## config.mk

```make
export PLATFORM = sky130hd
export DESIGN_NAME = wb_arbiter_flat
export DESIGN_NICKNAME = d
export VERILOG_FILES = /design/src/rtl/wb_arbiter_if.sv /design/src/rtl/wb_arbiter.sv /design/src/flat_wrapper.sv
export SDC_FILE = /design/constraint.sdc
export NUM_CORES = 1
export LEC_CHECK = 0
export BUFFER_PORTS_ARGS = -buffer_cell sky130_fd_sc_hd__buf_2
export CAP_MARGIN = 20
export CORE_MARGIN = 5
export CORE_UTILIZATION = 40
export CTS_CLUSTER_SIZE = 8
export DETAILED_ROUTE_END_ITERATION = 10
export PLACE_DENSITY_LB_ADDON = 0.2
export SYNTH_ARGS = -nofsm -noshare
export SYNTH_HDL_FRONTEND = slang
export SYNTH_SLANG_ARGS = --single-unit
```

## constraint.sdc

```tcl
create_clock -name clkWBArb -period 6.7 [get_ports clkWBArb]
set_input_delay 1.34 -clock clkWBArb [delete_from_list [all_inputs] [get_ports clkWBArb]]
set_output_delay 1.34 -clock clkWBArb [all_outputs]
set_load 0.02 [all_outputs]
```

## src/rtl/wb_arbiter_if.sv

```systemverilog
// rtl/wb_arbiter_if.sv - register-file write-port arbitration bus: pipeline and aux inputs, write port and hazard outputs.
interface wb_arbiter_if;
  logic        RegWrite;
  logic [4:0]  toAW;
  logic [31:0] wbData;
  logic        auxValid;
  logic [4:0]  auxAddr;
  logic [31:0] auxData;
  logic        auxReady;
  logic        rfWE;
  logic [4:0]  rfAW;
  logic [31:0] rfWD;
  logic [31:0] busyMask;
  logic        stallReq;

  modport master (
    output RegWrite, toAW, wbData, auxValid, auxAddr, auxData,
    input  auxReady, rfWE, rfAW, rfWD, busyMask, stallReq
  );

  modport slave (
    input  RegWrite, toAW, wbData, auxValid, auxAddr, auxData,
    output auxReady, rfWE, rfAW, rfWD, busyMask, stallReq
  );
endinterface

```

## src/rtl/wb_arbiter.sv

```systemverilog
// rtl/wb_arbiter.sv - register-file write-port arbiter: pipeline writeback first, buffered aux results fill idle cycles.
// Optional WBARB_STARVE_EN adds the starvation counter driving stallReq; otherwise stallReq is 0.
module wb_arbiter #(
  parameter int FIFO_DEPTH = 2,
  parameter int STARVE_MAX = 4
) (
  input logic        clkWBArb,
  input logic        rstWBArb,
  wb_arbiter_if.slave wb
);

  localparam int AW = $clog2(FIFO_DEPTH);

  if (FIFO_DEPTH < 2 || (FIFO_DEPTH & (FIFO_DEPTH - 1)) != 0) begin : gBadDepth
    $error("wb_arbiter: FIFO_DEPTH must be a power of two >= 2");
  end
  if (STARVE_MAX < 1 || STARVE_MAX > 15) begin : gBadStarve
    $error("wb_arbiter: STARVE_MAX must be in 1..15");
  end

  logic [4:0]  addrMem [FIFO_DEPTH];
  logic [31:0] dataMem [FIFO_DEPTH];
  logic [AW:0] wrPtr;
  logic [AW:0] rdPtr;
  logic [AW:0] count;
  logic        fifoEmpty;
  logic        pipeGrant;
  logic        doPush;
  logic        doPop;
  logic [4:0]  headAddr;
  logic [31:0] headData;
  logic [31:0] pendMask;
  logic [AW-1:0] slotOff;

  // The extra wrap bit lets the pointer difference span 0..FIFO_DEPTH.
  assign count     = wrPtr - rdPtr;
  assign fifoEmpty = (count == '0);
  assign headAddr  = addrMem[rdPtr[AW-1:0]];
  assign headData  = dataMem[rdPtr[AW-1:0]];

  assign wb.auxReady = !rstWBArb && (count < (AW+1)'(FIFO_DEPTH));
  assign pipeGrant   = wb.RegWrite && (wb.toAW != 5'd0);
  assign doPush      = wb.auxValid && wb.auxReady;
  assign doPop       = !rstWBArb && !pipeGrant && !fifoEmpty;

  always_ff @(posedge clkWBArb) begin
    if (rstWBArb) begin
      wrPtr <= '0;
      rdPtr <= '0;
    end else begin
      if (doPush) wrPtr <= wrPtr + 1'b1;
      if (doPop)  rdPtr <= rdPtr + 1'b1;
    end
  end

  always_ff @(posedge clkWBArb) begin
    if (doPush) begin
      addrMem[wrPtr[AW-1:0]] <= wb.auxAddr;
      dataMem[wrPtr[AW-1:0]] <= wb.auxData;
    end
  end

  always_ff @(posedge clkWBArb) begin
    if (rstWBArb) begin
      wb.rfWE <= 1'b0;
      wb.rfAW <= 5'd0;
      wb.rfWD <= 32'd0;
    end else if (pipeGrant) begin
      wb.rfWE <= 1'b1;
      wb.rfAW <= wb.toAW;
      wb.rfWD <= wb.wbData;
    end else if (doPop) begin
      // Entries for r0 still drain so the FIFO never wedges on them.
      wb.rfWE <= (headAddr != 5'd0);
      wb.rfAW <= headAddr;
      wb.rfWD <= headData;
    end else begin
      wb.rfWE <= 1'b0;
    end
  end

  always_comb begin
    pendMask = '0;
    slotOff  = '0;
    for (int i = 0; i < FIFO_DEPTH; i++) begin
      slotOff = AW'(i) - rdPtr[AW-1:0];
      if ({1'b0, slotOff} < count) pendMask[addrMem[i]] = 1'b1;
    end
    pendMask[0] = 1'b0;
  end

  assign wb.busyMask = pendMask;

`ifdef WBARB_STARVE_EN
  logic [3:0] starveCnt;

  always_ff @(posedge clkWBArb) begin
    if (rstWBArb) begin
      starveCnt <= 4'd0;
    end else if (doPop || fifoEmpty) begin
      starveCnt <= 4'd0;
    end else if (starveCnt != 4'(STARVE_MAX)) begin
      starveCnt <= starveCnt + 4'd1;
    end
  end

  assign wb.stallReq = (starveCnt == 4'(STARVE_MAX));
`else
  assign wb.stallReq = 1'b0;
`endif

endmodule

```

## src/flat_wrapper.sv

```systemverilog
// flat-port wrapper written by rule: the top's interface ports become plain ports
module wb_arbiter_flat 
#(
  parameter int FIFO_DEPTH = 2,
  parameter int STARVE_MAX = 4
)
  (clkWBArb, rstWBArb, wb_RegWrite, wb_toAW, wb_wbData, wb_auxValid, wb_auxAddr, wb_auxData, wb_auxReady, wb_rfWE, wb_rfAW, wb_rfWD, wb_busyMask, wb_stallReq);
  wb_arbiter_if wb_i ();
  input logic clkWBArb;
  input logic rstWBArb;
  input wire logic [$bits(wb_i.RegWrite)-1:0] wb_RegWrite;
  input wire logic [$bits(wb_i.toAW)-1:0] wb_toAW;
  input wire logic [$bits(wb_i.wbData)-1:0] wb_wbData;
  input wire logic [$bits(wb_i.auxValid)-1:0] wb_auxValid;
  input wire logic [$bits(wb_i.auxAddr)-1:0] wb_auxAddr;
  input wire logic [$bits(wb_i.auxData)-1:0] wb_auxData;
  output wire logic [$bits(wb_i.auxReady)-1:0] wb_auxReady;
  output wire logic [$bits(wb_i.rfWE)-1:0] wb_rfWE;
  output wire logic [$bits(wb_i.rfAW)-1:0] wb_rfAW;
  output wire logic [$bits(wb_i.rfWD)-1:0] wb_rfWD;
  output wire logic [$bits(wb_i.busyMask)-1:0] wb_busyMask;
  output wire logic [$bits(wb_i.stallReq)-1:0] wb_stallReq;
  assign wb_i.RegWrite = wb_RegWrite;
  assign wb_i.toAW = wb_toAW;
  assign wb_i.wbData = wb_wbData;
  assign wb_i.auxValid = wb_auxValid;
  assign wb_i.auxAddr = wb_auxAddr;
  assign wb_i.auxData = wb_auxData;
  assign wb_auxReady = wb_i.auxReady;
  assign wb_rfWE = wb_i.rfWE;
  assign wb_rfAW = wb_i.rfAW;
  assign wb_rfWD = wb_i.rfWD;
  assign wb_busyMask = wb_i.busyMask;
  assign wb_stallReq = wb_i.stallReq;
  wb_arbiter #(.FIFO_DEPTH(FIFO_DEPTH), .STARVE_MAX(STARVE_MAX)) u_core (.clkWBArb(clkWBArb), .rstWBArb(rstWBArb), .wb(wb_i));
endmodule
```

# After elaboration in Yosys (flattened, before gate mapping)

Memories as Yosys holds them, arrays and structs flattened. A register that Yosys moved wholly into a read port is not among the register bits.
Index checks and enable logic that the tools add are counted.

Register bits after elaboration: 42
Memory bits (writable): 74
Input bits: 78
Memories kept: 2

Memories:

| name           | words | bits a word | read ports | clocked after memory_dff | wr ports | RTL line         | text |
|---|---|---|---|---|---|---|---|
| u_core.dataMem | 2     | 32          | 1          | 1                        | 1        | wb_arbiter.sv:22 | `logic [31:0] dataMem [FIFO_DEPTH];` |
| u_core.addrMem | 2     | 5           | 3          | 1                        | 1        | wb_arbiter.sv:21 | `logic [4:0] addrMem [FIFO_DEPTH];` |

$add $sub $neg: 5
Magnitude comparators: 7
Mux-type cells: 18
Bitwise gates (word level): 1
Reduce and logical (&&, ||, !) cells: 14

Operators with widths:

| operator            | number |
|---|---|
| $mux 32             | 4 |
| $or 32x32->32       | 1 |
| $lt 5x6->1 const B  | 2 |
| $demux 1 s5         | 2 |
| $ge 5x1->1 const B  | 2 |
| $mux 1              | 10 |
| $mux 5              | 2 |
| $reduce_bool 5->1   | 2 |
| $logic_and 1x1->1   | 7 |
| $add 2x1->2 const B | 2 |
| $lt 1x2->1          | 2 |
| $logic_not 1->1     | 3 |
| $logic_not 2->1     | 1 |
| $lt 2x2->1 const B  | 1 |
| $reduce_bool 2->1   | 1 |
| $sub 1x1->1 const A | 2 |
| $sub 2x2->2         | 1 |

# Logic depth before layout (Yosys ltp)

Gate-level depths: netlist of the first run.
An unclocked memory read counts as a cell.

Word-level depth: 8
Mapped depth: 9
Depth with buffers taken out: 6

# Worst setup path after synthesis of the first run

OpenSTA, ideal clock, no wires.

Kind: input to register
From: input port rstWBArb
To: memory u_core.addrMem[1][0], enable pin
Library setup time: 0.477 ns
Arrival: 4.122 ns
Required time: 6.223 ns
Path slack: 2.101 ns
Cell stages on the path: 2
Path buffers: 1
Cell sequence: clkbuf_1 > nor3_1

Cells in the longest elaborated chain, start to end: 5

Ends and longest elaborated chain:

| what                         | RTL line           | text |
|---|---|---|
| start: declaration           | flat_wrapper.sv:10 | `input logic rstWBArb;` |
| $logic_not 1->1              | wb_arbiter.sv:41   | `assign wb.auxReady = !rstWBArb && (count < (AW+1)'(FIFO_DEPTH));` |
| $logic_and 1x1->1            | wb_arbiter.sv:41   |  |
| $logic_and 1x1->1            | wb_arbiter.sv:43   | `assign doPush = wb.auxValid && wb.auxReady;` |
| $mux 1                       | wb_arbiter.sv:57   | `if (doPush) begin` |
| $mux 1 (implied by the code) | wb_arbiter.sv:58   | `addrMem[wrPtr[AW-1:0]] <= wb.auxAddr;` |
| end: declaration             | wb_arbiter.sv:21   |  |

Every way passes these cells.

# Worst setup path in the final report of the first run

From: register u_core.wrPtr[0]
To: output port wb_busyMask[6]

Cells in the longest elaborated chain, start to end: 5
Elaborated cells between the ends (all ways): 6
Those cells by class: add/sub: 1; order compare: 2; mux: 2; bitwise: 1

Ends and longest elaborated chain:

| what                           | RTL line           | text |
|---|---|---|
| start: declaration             | wb_arbiter.sv:23   | `logic [AW:0] wrPtr;` |
| start signal: assignment       | wb_arbiter.sv:51   | `if (doPush) wrPtr <= wrPtr + 1'b1;` |
| $sub 2x2->2 (*)                | wb_arbiter.sv:36   | `assign count = wrPtr - rdPtr;` |
| $lt 1x2->1                     | wb_arbiter.sv:87   | `if ({1'b0, slotOff} < count) pendMask[addrMem[i]] = 1'b1;` |
| $mux 32                        | wb_arbiter.sv:87   |  |
| $or 32x32->32 (no source line) | n/a                |  |
| $mux 32 (*)                    | wb_arbiter.sv:87   |  |
| end: declaration               | flat_wrapper.sv:21 | `output wire logic [$bits(wb_i.busyMask)-1:0] wb_busyMask;` |

Mark *: on every way between the ends. The rest lies on a longest branch, timed or not.

==> results by group, run 1 <==
Synth
  – Post-synth EDFFs: 74
  – Top FF cell, synth: edfxtp_1
  – FFs w/ async S/R, synth: 0%
  – Mapped Avg Cell Area: 11.9 um^2
  – Cells after Synth: 425
  – Seq/Total Area, Yosys: 61.0%
  – Post-synthesis register bit count: 117
  – Yosys cell types: 38
  – Ys Warns: 0
  – Syn Std Cell Area: 0.00505 mm^2

Placement
  – Placed cell area: 0.00590 mm^2
  – Final GP Congestion: 0.807
  – Estimated wirelength of the detail-placed design: 8550 um
  – Placed cells: 719
  – Buffers on Ports: 147

Cells and area
  – P&R area growth vs syn: 27.8%
  – Nets: 647
  – Fraction of layout cells with a size suffix above 1: 34.7%
  – Filler cells: 1164
  – Final Non-Filler Cells: 751
  – Post-route cell area: 0.00646 mm^2
  – Antenna diodes: 0

Floorplan
  – Die span in y: 122 um
  – DIE WIDTH: 122 um
  – Std-Cell Rows: 41
  – Die ar.: 0.0150 mm^2
  – IO Pins: 150
  – Initial cell density of the core: 40.4%
  – Core area: 0.0125 mm^2

Pwr
  – Logic pwr share: 34.9%
  – Worst VDD drop: 0.000355 V
  – P_int: 1.82 mW
  – Total Power: 2.85 mW
  – Clk pwr share: 29.8%
  – Power density cells: 441 mW/mm^2
  – P_leak: 2.51 nW
  – Net Sw Power: 1.02 mW
  – Reg power frac: 35.3%
  – Sw Share: 36.0%

Min path
  – Hold Crit Class: reg -> reg

STA
  – Max-slew violations: 0
  – Hold Slack: 457 ps
  – Final hold vios: 0
  – # setup viols final: 0
  – Unrepaired setup endpoints after global routing: no
  – Clk_skew: 7.51 ps
  – Slew @ Worst Pin: 1050 ps
  – Fmax: 270 MHz
  – Post-route setup TNS: 0 ps
  – Fin crit share: 55.4%
  – Crit path time final: 3710 ps
  – Slew margin rel.: 29.7%

CTS
  – Clk_lat worst skew: 400 ps
  – CTS Hold Buffers Added: 0
  – Post-CTS Setup Inserts: 0
  – CTS tree: built
  – Clk slew on worst S/H paths: 50 ps
  – CTS root buf: clkbuf_16
  – # clock sinks: 117
  – H-tree levels: 4
  – Post-CTS resize count: 0
  – TritonCTS buffer count: 17
  – Max Buffers Root-to-Sink: 2

Critical path
  – Worst R2R Path Depth: 6
  – CP Capture Type: output port
  – Setup crit end: wb_busyMask[6]
  – Crit Path Class: reg -> out
  – Reg2reg setup slack: 3810 ps
  – Startpoint Class: flip-flop
  – Crit-path max cell delay: 410 ps
  – Worst EP required: 5360 ps
  – CP max-delay cell: dfxtp_1
  – Max Fanout on Critical Path: 8
  – Worst path arrival time: 2370 ps
  – Crit-path cells: inv_1 > ha_1 > xor3_1 > or2_2 > nand3b_1 > o22ai_1 > buf_2
  – Worst reg2reg path startpoint: u_core.wrPtr[0]
  – R2R Path End: u_core.dataMem[1][4]
  – Setup crit start: u_core.wrPtr[0]

Global routing
  – Vias in the first global route: 3888
  – First-pass GRT wire length: 19800 um
  – Remaining global-route overflow: 0
  – Largest net degree at the start of global routing: 44
  – Gr usage total: 17.0%
  – Initial antenna violation count: 0

Routing
  – Final wirelength: 12600 um
  – Vias per std cell: 5.16
  – Routed Antenna Nets: 0
  – Average wire per standard cell: 16.8 um
  – TritonRoute pass-1 iters: 4
  – Vias: 3875
  – Iter 0 DRT Violations: 224
  – Drc violations: 0

Status
  – Outcome: finished, final reports clean

Run
  – Max Cap Violations: 0
-- registers in the layout, indices dropped and copies added, names as in the netlist, named ones only --
name / count
u_core.dataMem: 64
u_core.rdPtr: 2
u_core.wb.rfAW: 5
u_core.wrPtr: 2
u_core.wb.rfWE: 1
u_core.wb.rfWD: 32
u_core.addrMem: 10
-- cells by family (layout without fill, tap and decap cells) --
kind of cell,count (synthesis),after routing,share of synthesized area [%]
AO/OA/AOI/OAI,140,140,16.6
XOR/XNOR,3,3,0.817
adder cells (fa/ha/maj),3,3,0.743
buffers and inverters,33,186,3.37
flip-flops,117,117,61.0
multiplexers,43,43,8.66
other,1,2,0.0742
AND/OR/NAND/NOR,85,85,8.76
-- worst min path at each step --
stage,start,end,slack (ps),cells after the start
after detailed placement,u_core.wrPtr[1],u_core.wrPtr[1],450,2
after global routing,u_core.wrPtr[1],u_core.wrPtr[1],490,2
final,u_core.wrPtr[1],u_core.wrPtr[1],460,2
after global placement,u_core.wrPtr[1],u_core.wrPtr[1],440,2
after floorplan,u_core.wrPtr[1],u_core.wrPtr[1],440,2
after CTS,u_core.wrPtr[1],u_core.wrPtr[1],460,2
-- cell usage after synthesis, types with 2 or more instances --
cell      count  area, um^2
o21ai_0      35         175
buf_2         7        35.0
buf_4         6        45.0
or3_1         2        12.5
mux2i_1      37         370
buf_6         2        22.5
a21oi_1      36         180
or2_2         2        12.5
edfxtp_1     74        2220
nor2b_1       3        18.8
o211ai_1     33         248
inv_1         3        11.3
or3b_2        4        35.0
nand3b_2      2        22.5
ha_1          3        37.5
mux2_2        6        67.6
nand3b_1      8        60.1
nand3_1       6        30.0
nand2_1      44         165
nor2_1        7        26.3
o22ai_1      31         194
dfxtp_1      43         861
o21ai_1       2        10.0
xnor2_1       2        17.5
clkbuf_1     14        52.6
-- power groups by stage --
stage          registers (mW)  logic (mW)  clock network (mW)
5_1_grt                  1.02        1.10               0.902
3_3_place_gp             1.04       0.965                   0
6_report                 1.01       0.994               0.849
3_5_place_dp             1.02        1.01                   0
4_1_cts                  1.01        1.01               0.860
2_1_floorplan            1.07       0.697                   0
-- per-layer routing --
layer,vias to the layer above,routed length [um],track usage [%]
li1,1896,-,-
met5,-,0,0
met1,1831,5490,20.8
met3,6,880,5.21
met2,142,6180,29.1
met4,0,82,4.69
-- cell usage in the layout, fill, tap and decap left out, types with 2 or more instances in the layout --
cell and n:
or3b_2 4, bufinv_16 2, o211ai_1 33, o21ai_1 2, clkinv_2 7, dfxtp_1 42
ha_1 3, or3_1 2, a21oi_1 36, edfxtp_1 74, buf_2 147, mux2i_1 37
nand3b_2 2, xnor2_1 2, nor2_1 7, nor2b_1 3, buf_4 3, or2_2 2
clkbuf_16 17, mux2_2 6, o21ai_0 35, clkinvlp_4 2, nand2_1 44, nand3_1 6
conb_1 2, clkbuf_1 3, nand3b_1 8, inv_1 3, o22ai_1 31
-- through the flow --
stage,utilization (%),worst slack [ps]
global placement,47.0,3020
detailed placement,47.1,3010
floorplan,-,2100
finish,51.6,2990
CTS,51.6,3000
global route,51.6,2890
-- worst max-delay path, delay by kind of cell (launching register included) --
kind / cells / cell delay (ps)
AOI/OAI and AO/OA: 1 / 150
and+or+nand+nor: 2 / 640
adders and majority gates: 1 / 230
buffers and inverters: 2 / 320
DFF: 1 / 410
xor gates and xnor gates: 1 / 210
-- area by class of cell --
| cell class | instances | area (um^2) | share of cell area (%) |
|---|---|---|---|
| clock inverters | 11 | 110 | 1.70 |
| clock buffers | 21 | 450 | 6.97 |
| flip-flops and latches | 117 | 3080 | 47.7 |
| well taps | 172 | 215 | 3.33 |
| repair buffers | 151 | 778 | 12.0 |
| multi-input cells | 276 | 1810 | 28.0 |
| inverters | 3 | 11.3 | 0.174 |
(Power assumes the default switching activity.)
==> run 2: changes to the inputs <==
==> constraint.sdc (replaced) <==
create_clock -name clkWBArb -period 3.75 [get_ports clkWBArb]
set_input_delay 0.75 -clock clkWBArb [delete_from_list [all_inputs] [get_ports clkWBArb]]
set_output_delay 0.75 -clock clkWBArb [all_outputs]
set_load 0.02 [all_outputs]
==> results by group, run 2 (synthesized netlist as in run 1, its figures left out) <==
Status
  – Outcome: finished, final reports clean

Placement
  – Buffers on Ports: 147 (unchanged)
  – Estimated wirelength of the detail-placed design: 8610 um (+0.79%)
  – Final GP Congestion: 0.774 (-4.2%)
  – Pre-CTS WS: 1120 ps (-1880 ps)

Critical path
  – Reg2reg setup slack: 1220 ps (-2590 ps)
  – Max Fanout on Critical Path: 8 (unchanged)
  – Startpoint Class: flip-flop
  – Crit Path Class: reg -> out
  – Worst path arrival time: 2290 ps (-80 ps)
  – Worst EP required: 3000 ps (-2360 ps)
  – CP Capture Type: output port

Routing
  – Average wire per standard cell: 16.7 um (-0.62%)
  – Routed Antenna Nets: 0 (unchanged)
  – Drc violations: 0 (unchanged)
  – Final wirelength: 12600 um (-0.22%)
  – TritonRoute pass-1 iters: 5 (+1)
  – Vias: 3967 (+2.4%)
  – Vias per std cell: 5.26 (+2.0%)
  – Iter 0 DRT Violations: 251 (+12%)

STA
  – Fmax: 329 MHz
  – Post-route setup TNS: 0 ps (unchanged)
  – Unrepaired setup endpoints after global routing: no
  – Slew margin rel.: 38.6% (+9.0 points)
  – # setup viols final: 0 (unchanged)
  – Final worst slack: 711 ps (-2280 ps)
  – Final hold vios: 0 (unchanged)
  – Crit path time final: 3040 ps
  – Clk_skew: 10.3 ps (+2.74 ps)
  – Slew @ Worst Pin: 920 ps (-132 ps)
  – Hold Slack: 459 ps (+1.85 ps)
  – Max-slew violations: 0 (unchanged)
  – Fin crit share: 81.0%

Global routing
  – Gr usage total: 16.9% (-0.064 points)
  – Largest net degree at the start of global routing: 44 (unchanged)
  – Initial antenna violation count: 2 (+2)
  – GRT met1 Usage: 20.9% (about the same)
  – Remaining global-route overflow: 0 (unchanged)
  – GRT met2 Usage: 28.5% (-0.58 points)
  – Met3 Use GR: 5.39% (+0.18 points)
  – Vias in the first global route: 3891 (+0.077%)
  – Most used routing layer in global routing: met2
  – First-pass GRT wire length: 19500 um (-1.3%)

Pwr
  – Power density cells: 793 mW/mm^2 (+80%)
  – P_leak: 2.53 nW (+0.57%)
  – Worst VDD drop: 0.000489 V (+38%)

CTS
  – Clk slew on worst S/H paths: 50 ps (about the same)
  – CTS tree: built
  – # clock sinks: 117 (unchanged)
  – Post-CTS Setup Inserts: 0 (unchanged)
  – Clk_lat worst skew: 410 ps (about the same)
  – Post-CTS resize count: 0 (unchanged)
  – H-tree levels: 4 (unchanged)
  – CTS Hold Buffers Added: 0 (unchanged)
  – TritonCTS buffer count: 17 (unchanged)
  – Max Buffers Root-to-Sink: 2 (unchanged)
  – CTS root buf: clkbuf_16

Run
  – Max Cap Violations: 0 (unchanged)

Cells and area
  – Filler cells: 1161 (-0.26%)
  – Nets: 649 (+0.31%)
  – Commonest non-fill, non-tap cell in the layout: buf_2
  – Max reg flops: 64 (unchanged)
  – Most frequent cells in the layout: buf_2, edfxtp_1, nand2_1
  – P&R area growth vs syn: 28.9%
  – Final core occ: 52.0% (+0.43 points)
  – Fraction of layout cells with a size suffix above 1: 34.9% (+0.22 points)

Floorplan
  – Core area: 0.0125 mm^2 (unchanged)
  – IO Pins: 150 (unchanged)
  – Die span in y: 122 um (unchanged)
  – Initial cell density of the core: 40.4% (unchanged)
  – DIE WIDTH: 122 um (unchanged)
  – Die ar.: 0.0150 mm^2 (unchanged)
  – Std-Cell Rows: 41 (unchanged)

Min path
  – Hold Crit Class: reg -> reg
run 2: changes by cell type in the layout (fill, tap and decap cells not counted), sizes merged:
cell,previous run,this run
buf,151,153
clkbuf,21,19
clkinv,7,6
clkinvlp,2,3
inv,3,4
bufinv,2,3
diode,0,1
run 2: report_power, final:
group | total [mW] | internal (mW) | switching [mW]
Sequential | 1.79 | 1.64 | 0.150
Combinational | 1.78 | 0.634 | 1.15
Clock | 1.59 | 1.04 | 0.550
Total | 5.17 | 3.32 | 1.85
run 2: per-stage QoR:
stage | power (mW) | cell area, um^2 | std cells
5_1_grt | 5.46 | 6520 | 754
2_1_floorplan | 3.16 | 5060 | 426
6_report | 5.17 | 6520 | 754
3_3_place_gp | 3.58 | 5900 | 720
4_1_cts | 5.23 | 6510 | 753
3_5_place_dp | 3.62 | 5920 | 721
run 2: per-layer routing:
metal	share of wire [%]	up-vias	wire length [um]
met5	0.079	-	10
met4	1.2	2	149
met3	7.6	13	954
met2	48	189	6080
met1	43	1857	5410
li1	-	1906	-
run 2: worst max-delay path, cell delays in order, from the launching register on:
cell	delay, ps
dfxtp_1	400
inv_1	100
ha_1	220
xor3_1	210
or2_2	330
nand3b_1	310
o22ai_1	140
buf_2	170
run 2: area by class of cell:
type | count | area [um^2] | share of cell area (%)
diodes | 1 | 2.50 | 0.0384
clock buffers | 19 | 433 | 6.64
clock inverters | 13 | 158 | 2.42
inverters | 3 | 11.3 | 0.173
multi-input cells | 276 | 1820 | 27.9
flip-flops and latches | 117 | 3080 | 47.3
well taps | 172 | 215 | 3.30
repair buffers | 153 | 793 | 12.2
run 2: path summary, 6_finish.rpt:
| path | from | to | depth (start not counted) |
|---|---|---|---|
| worst max-delay path | u_core.wrPtr[0] | wb_busyMask[2] | 7 |
| worst min-delay path | u_core.wrPtr[1] | u_core.wrPtr[1] | 2 |
| worst max register to register | u_core.wrPtr[0] | u_core.addrMem[0][1] | 6 |
| worst min register to register | u_core.wrPtr[1] | u_core.wrPtr[1] | 2 |
==> run 3: changes to the inputs <==
--- a/config.mk
+++ b/config.mk
@@ -5,6 +5,7 @@
 export SDC_FILE = /design/constraint.sdc
 export NUM_CORES = 1
 export LEC_CHECK = 0
+export ABC_AREA = 1
 export BUFFER_PORTS_ARGS = -buffer_cell sky130_fd_sc_hd__buf_2
 export CAP_MARGIN = 20
 export CORE_MARGIN = 5
==> constraint.sdc (replaced) <==
create_clock -name clkWBArb -period 3.2 [get_ports clkWBArb]
set_input_delay 0.64 -clock clkWBArb [delete_from_list [all_inputs] [get_ports clkWBArb]]
set_output_delay 0.64 -clock clkWBArb [all_outputs]
set_load 0.02 [all_outputs]
==> results by group, run 3 <==
Status
  – Outcome: finished, final reports clean

STA
  – Post-route setup TNS: 0 ps (unchanged)
  – # setup viols final: 0 (unchanged)
  – Max-slew violations: 0 (unchanged)
  – Crit path time final: 3000 ps
  – Final hold vios: 0 (unchanged)
  – Fin crit share: 93.6%
  – Fmax: 334 MHz
  – Slew @ Worst Pin: 538 ps (-381 ps)
  – Slew margin rel.: 64.0% (+25 points)
  – Clk_skew: 8.46 ps (-1.79 ps)
  – Unrepaired setup endpoints after global routing: no

Floorplan
  – DIE WIDTH: 128 um (+4.7%)
  – Die ar.: 0.0164 mm^2 (+9.6%)
  – Initial cell density of the core: 40.5% (+0.16 points)
  – IO Pins: 150 (unchanged)
  – Die span in y: 128 um (+4.7%)
  – Std-Cell Rows: 43 (+4.9%)
  – Core area: 0.0138 mm^2 (+10%)

Synth
  – Most instantiated library cell after synthesis: nand2_1
  – Yosys top cell area share: 39.8% (-4.2 points)
  – Top cells by count, synth: nand2_1, nor2_1, edfxtp_1, inv_1, nand3_1
  – Post-synth EDFFs: 74 (unchanged)
  – Cells after Synth: 650 (+53%)
  – Ys Warns: 0 (unchanged)
  – Top FF cell, synth: edfxtp_1
  – Post-synthesis register bit count: 117 (unchanged)
  – Seq/Total Area, Yosys: 55.2% (-5.8 points)
  – Mapped Avg Cell Area: 8.59 um^2 (-28%)
  – Syn Std Cell Area: 0.00558 mm^2 (+10%)
  – FFs w/ async S/R, synth: 0% (unchanged)
  – Largest cells by area after synthesis: edfxtp_1, dfxtp_1, nand2_1
  – Post-synth top area cell: edfxtp_1
  – Yosys cell types: 27 (-29%)

Placement
  – Estimated wirelength of the detail-placed design: 9910 um (+15%)
  – Final GP Congestion: 0.889 (+15%)
  – Buffers on Ports: 147 (unchanged)

CTS
  – Post-CTS Setup Inserts: 0 (unchanged)
  – CTS root buf: clkbuf_16
  – TritonCTS buffer count: 17 (unchanged)
  – Post-CTS resize count: 0 (unchanged)
  – CTS tree: built
  – # clock sinks: 117 (unchanged)
  – Max Buffers Root-to-Sink: 2 (unchanged)
  – Clk_lat worst skew: 410 ps (about the same)
  – Clk slew on worst S/H paths: 50 ps (about the same)
  – CTS Hold Buffers Added: 0 (unchanged)
  – H-tree levels: 4 (unchanged)

Critical path
  – Startpoint Class: flip-flop
  – CP max-delay cell: dfxtp_1
  – Crit Path Class: reg -> out
  – Delay-heaviest family, CP: simple AND/OR/NAND/NOR gates
  – Worst EP required: 2560 ps (-440 ps)
  – Worst path arrival time: 2360 ps (+70 ps)
  – Crit-path cells: inv_1 > ha_1 > inv_1 > nand3_1 > and2_1 > nand2_4 > nand2_1 > inv_2 > nand2_1 > nand2_1 > buf_2
  – Crit-path max cell delay: 440 ps (+40 ps)
  – Max Fanout on Critical Path: 18 (+10)
  – Buf+Inv Stages, Crit Path: 4 (+2)
  – Reg2reg setup slack: 790 ps (-430 ps)
  – CP Capture Type: output port
  – Critical Path Most Common Cell: nand2_1

Cells and area
  – Filler cells: 1339 (+15%)
  – Final core occ: 51.2% (-0.85 points)
  – Commonest non-fill, non-tap cell in the layout: nand2_1
  – Max reg flops: 64 (unchanged)
  – Fraction of layout cells with a size suffix above 1: 24.5% (-10 points)
  – Nets: 873 (+35%)
  – Most frequent cells in the layout: nand2_1, buf_2, nor2_1
  – P&R area growth vs syn: 26.3%
  – Antenna diodes: 0 (-1)

Pwr
  – Power density cells: 593 mW/mm^2 (-25%)
  – P_leak: 3.28 nW (+30%)
  – Worst VDD drop: 0.000353 V (-28%)

Global routing
  – First-pass GRT wire length: 22700 um (+16%)
  – Largest net degree at the start of global routing: 41 (-6.8%)
  – Vias in the first global route: 4638 (+19%)
  – Gr usage total: 17.6% (+0.68 points)
  – Remaining global-route overflow: 0 (unchanged)
  – Initial antenna violation count: 1 (-1)

Min path
  – Hold Crit Class: in -> reg

Routing
  – Vias per std cell: 4.83 (-8.1%)
  – Routed Antenna Nets: 0 (unchanged)
  – Drc violations: 0 (unchanged)
  – Iter 0 DRT Violations: 275 (+9.6%)
  – TritonRoute pass-1 iters: 4 (-1)
  – Average wire per standard cell: 14.5 um (-13%)
  – Vias: 4760 (+20%)
  – Final wirelength: 14300 um (+14%)

Run
  – Max Cap Violations: 0 (unchanged)
run 3: cell types whose count changed after synthesis, sizes merged, moves of 15 or more:
cell | before | now
nand2 | 44 | 179
nor2 | 7 | 86
inv | 3 | 67
nand3 | 7 | 51
o211ai | 33 | 0
a21oi | 36 | 5
o22ai | 31 | 0
nor3 | 1 | 16
run 3: final cells by class:
| type | instances | area (um^2) | area share (%) |
|---|---|---|---|
| clock buffers | 27 | 513 | 7.27 |
| clock inverters | 5 | 72.6 | 1.03 |
| inverters | 68 | 255 | 3.62 |
| multi-input cells | 432 | 2070 | 29.4 |
| flip-flops and latches | 117 | 3080 | 43.7 |
| well taps | 180 | 225 | 3.19 |
| repair buffers | 156 | 828 | 11.7 |
run 3: power by group:
group / switching, mW / internal, mW
sequential: 0.0497 / 1.70
clock: 0.611 / 1.24
combinational: 0.373 / 0.200
run 3: cells by family after synthesis:
logic type,Yosys count,share of synthesized area (%)
AO/OA/AOI/OAI,49,4.53
adder cells (fa/ha/maj),3,0.672
AND/OR/NAND/NOR,344,25.4
flip-flops,117,55.2
buffers and inverters,102,8.04
multiplexers,32,5.74
XOR/XNOR,2,0.314
other,1,0.0672
run 3: routing by layer:
metal	vias up	part of all wire (%)	global-route usage, %
met5	-	0.077	0
met4	2	1.2	5.31
met3	17	7.0	5.83
met2	144	49	30.5
met1	2201	42	20.8
li1	2396	-	-
run 3: final timing paths:
path	depth (start not counted)	from	endpoint
worst min register to register	4	u_core.wb.rfWD[30]	u_core.wb.rfWD[30]
worst min-delay path	1	wb_auxData[13]	u_core.dataMem[1][13]
worst max-delay path	11	u_core.wrPtr[0]	wb_busyMask[21]
worst max register to register	7	u_core.wrPtr[0]	u_core.dataMem[0][21]
run 3: per-stage QoR:
stage	instance area [um^2]	instances	power (mW)	hold slack [ps]	worst slack (ps)
after floorplan	5590	651	2.16	510	464
after global placement	6470	953	2.35	523	749
after detailed placement	6470	953	2.36	529	634
after CTS	7050	985	4.23	399	197
after global routing	7050	985	4.37	399	51.9
final	7050	985	4.18	418	204
run 3: worst register-to-register path: cells and delay by family, from the launching register on:
| kind | cells | cell delay, ps |
|---|---|---|
| adders and majority gates | 1 | 230 |
| DFF | 1 | 440 |
| buffers and inverters | 2 | 390 |
| and+or+nand+nor | 4 | 1020 |
